[src/rtl/fu_alu_pipe_pkg.sv]
// Shared types for the pipelined ALU functional unit: issue/complete packets,
// operand-select and ALU-function encodings, and RV32 immediate decoders.
package fu_alu_pipe_pkg;

  localparam int XLEN  = 32;
  localparam int PR_W  = 6;
  localparam int ROB_W = 5;

  typedef enum logic [1:0] {
    OPA_IS_RS1  = 2'h0,
    OPA_IS_NPC  = 2'h1,
    OPA_IS_PC   = 2'h2,
    OPA_IS_ZERO = 2'h3
  } ALU_OPA_SELECT;

  typedef enum logic [2:0] {
    OPB_IS_RS2   = 3'h0,
    OPB_IS_I_IMM = 3'h1,
    OPB_IS_S_IMM = 3'h2,
    OPB_IS_B_IMM = 3'h3,
    OPB_IS_U_IMM = 3'h4,
    OPB_IS_J_IMM = 3'h5
  } ALU_OPB_SELECT;

  typedef enum logic [3:0] {
    ALU_ADD  = 4'h0,
    ALU_SUB  = 4'h1,
    ALU_SLT  = 4'h2,
    ALU_SLTU = 4'h3,
    ALU_AND  = 4'h4,
    ALU_OR   = 4'h5,
    ALU_XOR  = 4'h6,
    ALU_SLL  = 4'h7,
    ALU_SRL  = 4'h8,
    ALU_SRA  = 4'h9
  } ALU_FUNC;

  typedef struct packed {
    logic [XLEN-1:0]  NPC;
    logic [XLEN-1:0]  PC;
    logic [XLEN-1:0]  rs1_value;
    logic [XLEN-1:0]  rs2_value;
    logic [31:0]      inst;
    ALU_OPA_SELECT    opa_select;
    ALU_OPB_SELECT    opb_select;
    ALU_FUNC          alu_func;
    logic             rd_mem;
    logic             wr_mem;
    logic             cond_branch;
    logic             uncond_branch;
    logic             halt;
    logic [PR_W-1:0]  pr_idx;
    logic [4:0]       ar_idx;
    logic [ROB_W-1:0] rob_idx;
    logic             valid;
  } ISSUE_FU_PACKET;

  typedef struct packed {
    logic [XLEN-1:0]  opa;
    logic [XLEN-1:0]  opb;
    logic [XLEN-1:0]  dest_value;
    logic [XLEN-1:0]  target_pc;
    logic             take_branch;
    logic             rd_mem;
    logic             wr_mem;
    logic             halt;
    logic [PR_W-1:0]  pr_idx;
    logic [4:0]       ar_idx;
    logic [ROB_W-1:0] rob_idx;
    logic             valid;
  } FU_COMPLETE_PACKET;

  function automatic logic [XLEN-1:0] imm_i(input logic [31:0] i);
    return {{21{i[31]}}, i[30:20]};
  endfunction

  function automatic logic [XLEN-1:0] imm_s(input logic [31:0] i);
    return {{21{i[31]}}, i[30:25], i[11:7]};
  endfunction

  function automatic logic [XLEN-1:0] imm_b(input logic [31:0] i);
    return {{20{i[31]}}, i[7], i[30:25], i[11:8], 1'b0};
  endfunction

  function automatic logic [XLEN-1:0] imm_u(input logic [31:0] i);
    return {i[31:12], 12'h000};
  endfunction

  function automatic logic [XLEN-1:0] imm_j(input logic [31:0] i);
    return {{12{i[31]}}, i[19:12], i[20], i[30:21], 1'b0};
  endfunction

endpackage

[src/rtl/fu_alu_compute.sv]
// Combinational stage-0 datapath: operand muxes, ALU and branch condition,
// folded into a FU_COMPLETE_PACKET ready to enter the first pipeline register.
module alu
  import fu_alu_pipe_pkg::*;
(
  input  logic [XLEN-1:0] opa_i,
  input  logic [XLEN-1:0] opb_i,
  input  ALU_FUNC         func_i,
  output logic [XLEN-1:0] result_o
);
  always_comb begin
    result_o = '0;
    case (func_i)
      ALU_ADD:  result_o = opa_i + opb_i;
      ALU_SUB:  result_o = opa_i - opb_i;
      ALU_SLT:  result_o = {{(XLEN-1){1'b0}}, $signed(opa_i) < $signed(opb_i)};
      ALU_SLTU: result_o = {{(XLEN-1){1'b0}}, opa_i < opb_i};
      ALU_AND:  result_o = opa_i & opb_i;
      ALU_OR:   result_o = opa_i | opb_i;
      ALU_XOR:  result_o = opa_i ^ opb_i;
      ALU_SLL:  result_o = opa_i << opb_i[4:0];
      ALU_SRL:  result_o = opa_i >> opb_i[4:0];
      ALU_SRA:  result_o = $signed(opa_i) >>> opb_i[4:0];
      default:  result_o = '0;
    endcase
  end
endmodule

module brcond
  import fu_alu_pipe_pkg::*;
(
  input  logic [XLEN-1:0] rs1_i,
  input  logic [XLEN-1:0] rs2_i,
  input  logic [2:0]      func_i,
  output logic            cond_o
);
  always_comb begin
    cond_o = 1'b0;
    case (func_i)
      3'b000:  cond_o = (rs1_i == rs2_i);
      3'b001:  cond_o = (rs1_i != rs2_i);
      3'b100:  cond_o = ($signed(rs1_i) <  $signed(rs2_i));
      3'b101:  cond_o = ($signed(rs1_i) >= $signed(rs2_i));
      3'b110:  cond_o = (rs1_i <  rs2_i);
      3'b111:  cond_o = (rs1_i >= rs2_i);
      default: cond_o = 1'b0;
    endcase
  end
endmodule

module fu_alu_compute
  import fu_alu_pipe_pkg::*;
(
  input  ISSUE_FU_PACKET    issue_i,
  output FU_COMPLETE_PACKET pkt_o
);
  logic [XLEN-1:0] opa;
  logic [XLEN-1:0] opb;
  logic [XLEN-1:0] alu_result;
  logic            cond;

  always_comb begin
    opa = 32'hdeadfbac;
    case (issue_i.opa_select)
      OPA_IS_RS1:  opa = issue_i.rs1_value;
      OPA_IS_NPC:  opa = issue_i.NPC;
      OPA_IS_PC:   opa = issue_i.PC;
      OPA_IS_ZERO: opa = '0;
      default:     opa = 32'hdeadfbac;
    endcase
  end

  // Encodings 6 and 7 of the B select are unassigned and fall to the marker value.
  always_comb begin
    opb = 32'hfacefeed;
    case (issue_i.opb_select)
      OPB_IS_RS2:   opb = issue_i.rs2_value;
      OPB_IS_I_IMM: opb = imm_i(issue_i.inst);
      OPB_IS_S_IMM: opb = imm_s(issue_i.inst);
      OPB_IS_B_IMM: opb = imm_b(issue_i.inst);
      OPB_IS_U_IMM: opb = imm_u(issue_i.inst);
      OPB_IS_J_IMM: opb = imm_j(issue_i.inst);
      default:      opb = 32'hfacefeed;
    endcase
  end

  alu u_alu (
    .opa_i    (opa),
    .opb_i    (opb),
    .func_i   (issue_i.alu_func),
    .result_o (alu_result)
  );

  brcond u_brcond (
    .rs1_i  (issue_i.rs1_value),
    .rs2_i  (issue_i.rs2_value),
    .func_i (issue_i.inst[14:12]),
    .cond_o (cond)
  );

  always_comb begin
    pkt_o             = '0;
    pkt_o.opa         = opa;
    pkt_o.opb         = opb;
    pkt_o.dest_value  = alu_result;
    pkt_o.take_branch = issue_i.uncond_branch | (issue_i.cond_branch & cond);
    pkt_o.target_pc   = (issue_i.uncond_branch | issue_i.cond_branch) ? alu_result : '0;
    pkt_o.rd_mem      = issue_i.rd_mem;
    pkt_o.wr_mem      = issue_i.wr_mem;
    pkt_o.halt        = issue_i.halt;
    pkt_o.pr_idx      = issue_i.pr_idx;
    pkt_o.ar_idx      = issue_i.ar_idx;
    pkt_o.rob_idx     = issue_i.rob_idx;
    pkt_o.valid       = issue_i.valid;
  end
endmodule

[src/rtl/fu_alu_pipe.sv]
// Pipelined ALU functional unit: stage-0 compute followed by NUM_STAGES elastic
// registers with complete-stage back-pressure, squash and an occupancy count.
module fu_alu_pipe
  import fu_alu_pipe_pkg::*;
#(
  parameter int NUM_STAGES = 2,
  parameter int CNT_W      = $clog2(NUM_STAGES + 1)
) (
  input  logic              clock,
  input  logic              reset_n,
  input  ISSUE_FU_PACKET    fu_issue_in,
  input  logic              complete_stall,
  input  logic              squash,
  output logic              fu_ready,
  output logic              want_to_complete,
  output FU_COMPLETE_PACKET fu_packet_out,
  output logic [CNT_W-1:0]  in_flight
);
  FU_COMPLETE_PACKET issue_pkt;

  logic [NUM_STAGES:0]   adv;
  logic [NUM_STAGES-1:0] valid_q;
  logic [NUM_STAGES-1:0] valid_d;
  logic [NUM_STAGES-1:0] in_valid;
  FU_COMPLETE_PACKET     pkt_q  [NUM_STAGES];
  FU_COMPLETE_PACKET     pkt_d  [NUM_STAGES];
  FU_COMPLETE_PACKET     in_pkt [NUM_STAGES];

  logic [CNT_W-1:0] in_flight_q;
  logic [CNT_W-1:0] in_flight_d;
  logic             accept;
  logic             consume;

  fu_alu_compute u_compute (
    .issue_i (fu_issue_in),
    .pkt_o   (issue_pkt)
  );

  // A stage may be overwritten when it is empty or its occupant moves on.
  always_comb begin
    adv             = '0;
    adv[NUM_STAGES] = ~complete_stall;
    for (int i = NUM_STAGES - 1; i >= 0; i--) begin
      adv[i] = ~valid_q[i] | adv[i+1];
    end
  end

  generate
    for (genvar gi = 0; gi < NUM_STAGES; gi++) begin : g_stage
      if (gi == 0) begin : g_head
        assign in_valid[gi] = fu_issue_in.valid;
        assign in_pkt[gi]   = issue_pkt;
      end else begin : g_body
        assign in_valid[gi] = valid_q[gi-1];
        assign in_pkt[gi]   = pkt_q[gi-1];
      end
      assign valid_d[gi] = squash ? 1'b0 : (adv[gi] ? in_valid[gi] : valid_q[gi]);
      assign pkt_d[gi]   = (adv[gi] & in_valid[gi]) ? in_pkt[gi] : pkt_q[gi];
    end
  endgenerate

  assign accept      = fu_issue_in.valid & adv[0];
  assign consume     = valid_q[NUM_STAGES-1] & ~complete_stall;
  assign in_flight_d = squash ? '0 : (in_flight_q + CNT_W'(accept) - CNT_W'(consume));

  always_ff @(posedge clock or negedge reset_n) begin
    if (!reset_n) begin
      valid_q     <= '0;
      in_flight_q <= '0;
      for (int i = 0; i < NUM_STAGES; i++) begin
        pkt_q[i] <= '0;
      end
    end else begin
      valid_q     <= valid_d;
      in_flight_q <= in_flight_d;
      for (int i = 0; i < NUM_STAGES; i++) begin
        pkt_q[i] <= pkt_d[i];
      end
    end
  end

  assign fu_ready         = adv[0];
  assign want_to_complete = valid_q[NUM_STAGES-1];
  assign in_flight        = in_flight_q;

  always_comb begin
    fu_packet_out = '0;
    if (valid_q[NUM_STAGES-1]) begin
      fu_packet_out       = pkt_q[NUM_STAGES-1];
      fu_packet_out.valid = 1'b1;
    end
  end
endmodule

[config.mk]
export PLATFORM = sky130hd
export DESIGN_NAME = fu_alu_pipe
export DESIGN_NICKNAME = d
export VERILOG_FILES = /design/src/rtl/fu_alu_pipe_pkg.sv /design/src/rtl/fu_alu_compute.sv /design/src/rtl/fu_alu_pipe.sv
export SDC_FILE = /design/constraint.sdc
export NUM_CORES = 1
export LEC_CHECK = 0
export CAP_MARGIN = 40
export CORE_MARGIN = 5
export CORE_UTILIZATION = 57
export CTS_BUF_LIST = sky130_fd_sc_hd__clkbuf_4
export DETAILED_ROUTE_END_ITERATION = 10
export PLACE_DENSITY = 0.81
export SYNTH_ARGS = -nofsm -noshare
export SYNTH_HDL_FRONTEND = slang
export SYNTH_SLANG_ARGS = --single-unit
export TNS_END_PERCENT = 5
[constraint.sdc]
create_clock -name clock -period 2.7 [get_ports clock]
set_input_delay 0.54 -clock clock [delete_from_list [all_inputs] [get_ports clock]]
set_output_delay 0.54 -clock clock [all_outputs]
set_load 0.02 [all_outputs]
==> results.md, run 1 <==
- The top-level port count is 348.
- The total global-route track usage is 70.6%.
- After the last repair the worst path ends at a register data pin.
- Summing the areas of all and, or, nand and nor instances in the mapped netlist gives 17.3% of the synthesized area.
- At the placement stage, the worst setup path has a slack of -2390 ps.
- In this run the core area contains 73 standard-cell rows.
- The CTS H-tree depth is 3.
- Summed over all instances, the cell type with the most area after synthesis is dfrtp_1.
- The final worst endpoint reported by repair_timing after global routing is in_pkt[37]$_DFFE_PN0P_/D.
- The HPWL after detailed placement is 81900 µm.
- The portion of synthesized area spent on multiplexers is 12.1%.
- The distinct cell type count after synthesis is 86.
- During synthesis, Yosys emitted a total of 0 warnings.
- Routability-driven placement finished with a final weighted congestion of 1.38.
- The clock sink count is 300.
- The post-synthesis share of cell area spent on full adders, half adders and majority gates is 7.38%.
- The synthesized design contains 300 register bits.
- The fraction of registers with async set or reset after synthesis is 100%.
- The number of synthesized flops with an enable pin is 0.
- The vertical extent of the die is approximately 210 µm.
- The total clock buffers created by CTS is 76.
- The most used flip-flop cell after synthesis is dfrtp_1.
- Entering global routing, the biggest net connects 99 pins.
- After synthesis, flip-flops and latches occupy 32.8% of the total area.
- The fraction of the mapped netlist area in compound gates is between 20% and 30%.
- The terminating stage of the flow is global routing (5_1_grt).
- The count of input and output buffers is 340.
- The total overflow left after global routing is between 100 and 150.
- The initial utilization of the core area, before any placement, comes to 57.7%.
- The XOR/XNOR share of the synthesized area is 1.26%.
- By area the synthesized netlist is led by dfrtp_1, mux2_2, ha_1.
- The dominant combinational cell family by area after synthesis is compound AO/OA/AOI/OAI gates.
- The root buffer cell is clkbuf_4.
- The maximum root-to-sink buffer count is 3.
- The fraction of synthesized cell area taken by the top area cell type is ~33%.
- The flow did not finish.
- In the synthesized netlist, the number of instances is 2714.
- In this run the mean area of a mapped cell was 8.45 µm².
- Summing every instance area after synthesis gives 0.0229 mm².
- The horizontal die dimension is around 210 µm.
- The tool reported: "[ERROR GRT-0232] Routing congestion too high. Check the congestion heatmap in the GUI".
- The number of nets produced by synthesis is 3043.
==> cells by family after synthesis <==
| group | after synthesis |
|---|---|
| multiplexers | 256 |
| AO/OA/AOI/OAI | 824 |
| adder cells (fa/ha/maj) | 134 |
| flip-flops | 300 |
| buffers and inverters | 332 |
| XOR/XNOR | 33 |
| AND/OR/NAND/NOR | 835 |
==> synthesized netlist by cell type (8+ instances only) <==
library cell,n
buf_1,23
a22o_1,19
mux2i_1,92
a211oi_1,41
a2bb2oi_1,8
clkbuf_1,137
a21boi_0,8
nand3_1,56
xnor2_1,29
o21a_1,20
o21bai_1,14
ha_1,132
dfrtp_1,300
and2_1,163
a221oi_1,18
nand4_1,13
a211o_1,9
o31ai_1,14
nor4_1,10
o21ai_0,218
o21ai_1,10
a21oi_1,176
nand2b_1,14
or3_1,11
nand2_1,297
nor3b_1,8
inv_1,132
nor3_1,63
a31oi_1,21
o22ai_1,31
o221ai_1,20
buf_2,29
o2bb2ai_1,26
a22oi_1,15
nor2b_1,18
o211ai_1,39
a21o_1,33
mux2_2,164
nor2_1,162
==> per-stage QoR <==
stage	TNS, ps	instance area [µm²]	utilization [%]	cells
global placement	-121400	31600	79.7	4060
floorplan	-71270	23300	-	2714
detailed placement	-130260	31600	79.7	4060
CTS	-72430	33400	84.2	4211
==> timing repair <==
item | CTS
gates resized for setup | 208
hold buffers | 1
setup buffers | 33
gates cloned | 0
hold endpoints to repair | 79
endpoints found under the setup margin | 204
pin swaps | 71
==> routing by layer <==
layer / overflow / track usage, %
met1: 6 / 69.3
met2: 61 / 86.7
met3: 7 / 60.2
met4: 58 / 65.8
met5: 0 / 27.2
==> run 2: changes to the inputs <==
CORE_UTILIZATION = 40   (was 57)
CTS_BUF_LIST = unset   (was sky130_fd_sc_hd__clkbuf_4)
PLACE_DENSITY = unset   (was 0.81)
PLACE_DENSITY_LB_ADDON = 0.15   (was unset)
==> run 2 against run 1 <==
Net effect:
- the flow now finishes, with violations (negative setup slack)
- synthesized cell count did not move
- area after synthesis did not move
==> results.md, run 2 <==
- Run status: finished, violations left (was aborted with a tool error).
- The checks that failed: negative setup slack.
- The setup slack after placement is -2610 ps (was -2390 ps).
- The area of all placed cells without fillers is ~0.036 mm².
- The arrival time of data at the critical path endpoint is 4260 ps.
- The number of pins with negative max-slew slack in the final report is 0.
- Setup repair after global routing could not meet its margin everywhere.
- The most repeated cell in the gate-level netlist after synthesis is dfrtp_1 (unchanged).
- The maximum VDD drop is 0.518 mV.
- The number of antenna violations at the first check in global routing came to 4.
- The library cell used most frequently in the layout, excluding fill and tap cells, is buf_4.
- The final setup skew is 26.3 ps.
- The worst hold path class is primary input to register.
- The total global-route track usage is 35.6%.
- Clock latency on the worst-skew pair, taken at its later pin, is 600 ps.
- The number of nets produced by synthesis is 3043 (unchanged).
- For the pin with the worst max-slew slack, the measured transition is 866 ps.
- Counting the fill cells in the layout gives 4776.
- After detailed routing, the average wire length per cell comes to roughly 26 µm.
- In the routed layout, each cell is associated on average with a via count of 5.82.
- The standard-cell row count is 87 (was 73).
- The vertical extent of the die came to 249 µm (was 211 µm).
- The worst relative slew slack is 42.3%.
- The area growth from synthesis to layout is 57.4%.
- The fraction of registers with async set or reset after synthesis is 100% (unchanged).
- The horizontal die dimension is 249 µm (was 211 µm).
- The sequential area share after synthesis was 32.8% (unchanged).
- The dominant combinational cell family by area after synthesis is compound AO/OA/AOI/OAI gates (unchanged).
- For this design the static power due to leakage is 0.0178 µW.
- In the layout the commonest cells are buf_4, dfrtp_1, nand2_1.
- The cell area reported after detailed placement is 0.0329 mm² (was 0.0316 mm²).
- The leading area contributor after synthesis was dfrtp_1 (unchanged).
- In the final timing run, aggregate negative setup slack is -50430 ps.
- Commonest cells post-synth: dfrtp_1, nand2_1, o21ai_0 (unchanged).
- The detailed router finished its first iteration with 2404 violations.
- The count of final hold-check violations is 0.
- Setup violations remaining at the end of the flow were counted as 65.
- The mean instance size in the synthesized netlist was 8.45 µm² (unchanged).
- In this run the top signal layer used is met5.
- The die area is 0.0622 mm².
- Dividing total power by cell area gives a power density of 513 mW/mm².
- Along the worst path, the maximum fanout reaches 4.
- In the routed design, unresolved DRC markers number 0.
- The fraction of synthesized cell area taken by the top area cell type is 32.8% (unchanged).
- Entering global routing, the biggest net connects 102 pins.
- Detailed routing placed a total of 8640 µm of wire on met3.
- The routed design could run at a clock period as short as 3800 ps.
- The placer congestion estimate is 1.09 (was 1.38).
- The CTS clock-pin slew for the worst setup and hold paths is 60 ps.
- The CTS H-tree depth is 1 (was 3).
- The via total after detailed routing is 26200.
- The detail route stage leaves a number of antenna-violating nets equal to 0.
- The area inside the core boundary is 0.0566 mm².
- The internal reg-to-reg setup slack is 460 ps.
- The maximum root-to-sink buffer count came to 3 (unchanged).
- The final clock period utilization by the worst path is 141%.
- TritonCTS built the clock tree.
- The flip-flop and latch count after synthesis is 300 (unchanged).
- The root buffer cell was clkbuf_16 (was clkbuf_4).
- The detailed router put a total of between 40000 and 50000 µm of wire on met1.
- The max capacitance violation total is 0.
- The top-level port count was 348 (unchanged).
- The clock sink count is 300 (unchanged).
- The most used flip-flop cell after synthesis is dfrtp_1 (unchanged).
- The post-synthesis share of cell area spent on full adders, half adders and majority gates came to 7.38% (unchanged).
- The total clock buffers created by CTS came to 31 (was 76).
- Cell types with the largest area share after synthesis: dfrtp_1, mux2_2, ha_1 (unchanged).
- The worst setup path is captured at a register.
- The distinct cell type count after synthesis is 86 (unchanged).
- The combined area of all synthesized cells is 0.0229 mm² (unchanged).
- The wire length of the first global-routing pass is 170000 µm.
- Global routing finished with a remaining overflow of 0.
- The XOR/XNOR share of the synthesized area came to 1.26% (unchanged).
- The share of cell area taken by muxes after synthesis was 12.1% (unchanged).
- The via count of the first global-routing pass is 26300.
- The simple-gate share of the synthesized area came to 17.3% (unchanged).
- The count of input and output buffers is 340 (unchanged).
- The count of synthesis-stage warnings from yosys was 0 (unchanged).
- The number of synthesized flops with an enable pin came to 0 (unchanged).
- The final-stage net count is 4054.
- The design draws 18500 µW.
- The data required time of the worst path is 3170 ps.
- The HPWL after detailed placement is 95200 µm (was 81900 µm).
- The critical path is of the primary input to register type.
- The fraction of the mapped netlist area in compound gates is 23.6% (unchanged).
- The post-synthesis cell count came to 2714 (unchanged).
- Derived from the worst setup path, the maximum achievable clock frequency is 0.263 GHz.
- The initial standard-cell utilization of the core was 40.5% (was 57.7%).
- The routed wire length is 117000 µm.
- Of the cells placed in the final design, the portion with a size suffix greater than 1 is 34.8%.
- Setup slack on the critical path of the routed design comes to -1100 ps.
- The startpoint kind of the worst setup timing path is a primary input.
- The number of search-and-repair iterations in the first detailed-routing pass is 6.
- The detailed-routed wire length on met2 is ~53000 µm.
run 2: cell type report:
class                           count  area [µm²]  share of cell area [%]
Tap cell                          756         946                    2.62
Timing Repair Buffer             1170       10200                    28.3
Multi-Input combinational cell   2082       15800                    43.7
Inverter                          140         538                    1.49
Sequential cell                   300        7510                    20.8
Clock buffer                       43         901                    2.50
Clock inverter                     13         233                   0.645
Antenna cell                        1        2.50                 0.00693
run 2: what timing repair did:
item	4_1_cts	5_1_grt
endpoints found under the setup margin	122	119
endpoints found under the hold margin	57	0
gates cloned	1	0
buffers inserted	31	13
gates resized for setup	342	178
hold buffers	1	0
pin swaps	100	70
run 2: path summary, 6_finish.rpt:
check | start | to | cells after the start
setup / recovery | fu_issue_in[67] | in_pkt[80] | 16
hold / removal | fu_issue_in[1] | in_pkt[1] | 3
setup reg to reg | valid_q[1] | in_flight[1] | 10
hold reg to reg | in_pkt[1] | in_pkt[1] | 2
max in group asynchronous | reset_n | pkt_q[36] | 3
min in group asynchronous | reset_n | pkt_q[7] | 2
run 2: per-stage QoR:
stage          util [%]  cells  hold slack [ps]
2_1_floorplan         -   2714              244
3_3_place_gp       58.2   4410              452
3_5_place_dp       58.2   4411              460
4_1_cts            62.4   4494              461
5_1_grt            63.8   4505              467
6_report           63.8   4505              470
run 2: cells by family (layout without fill, tap and decap cells):
group,Yosys count,count (layout)
flops,300,300
buf+inv,332,1366
compound gates,824,824
xor+xnor,33,33
mux,256,256
fa+ha+maj,134,134
simple gates,835,835
other cells,0,1
run 2: critical path: stages:
cell and delay (ps):
clkdlybuf4s50_1 490, nand2_1 80, a22o_4 320, ha_4 300, buf_4 110, o211ai_1 130, buf_4 190, a2111oi_4 340
o21ai_4 150, a2111oi_4 370, o21ai_2 120, a21oi_2 240, o22ai_2 140, xnor2_2 170, a211o_1 360, a22o_1 210
run 2: power breakdown:
part	switching (µW)	total, µW	internal (µW)
combinational	4400	8220	3820
sequential	390	5560	5170
clock	1830	4730	2890
total	6630	18500	11900
run 2: layer usage:
layer  GRT usage, %  vias up
met2           57.7     1311
met5              0        -
met1           46.2    12800
met3           5.57      356
met4           18.3        4
li1               -    11800
Power figures use the tool's default switching activity.
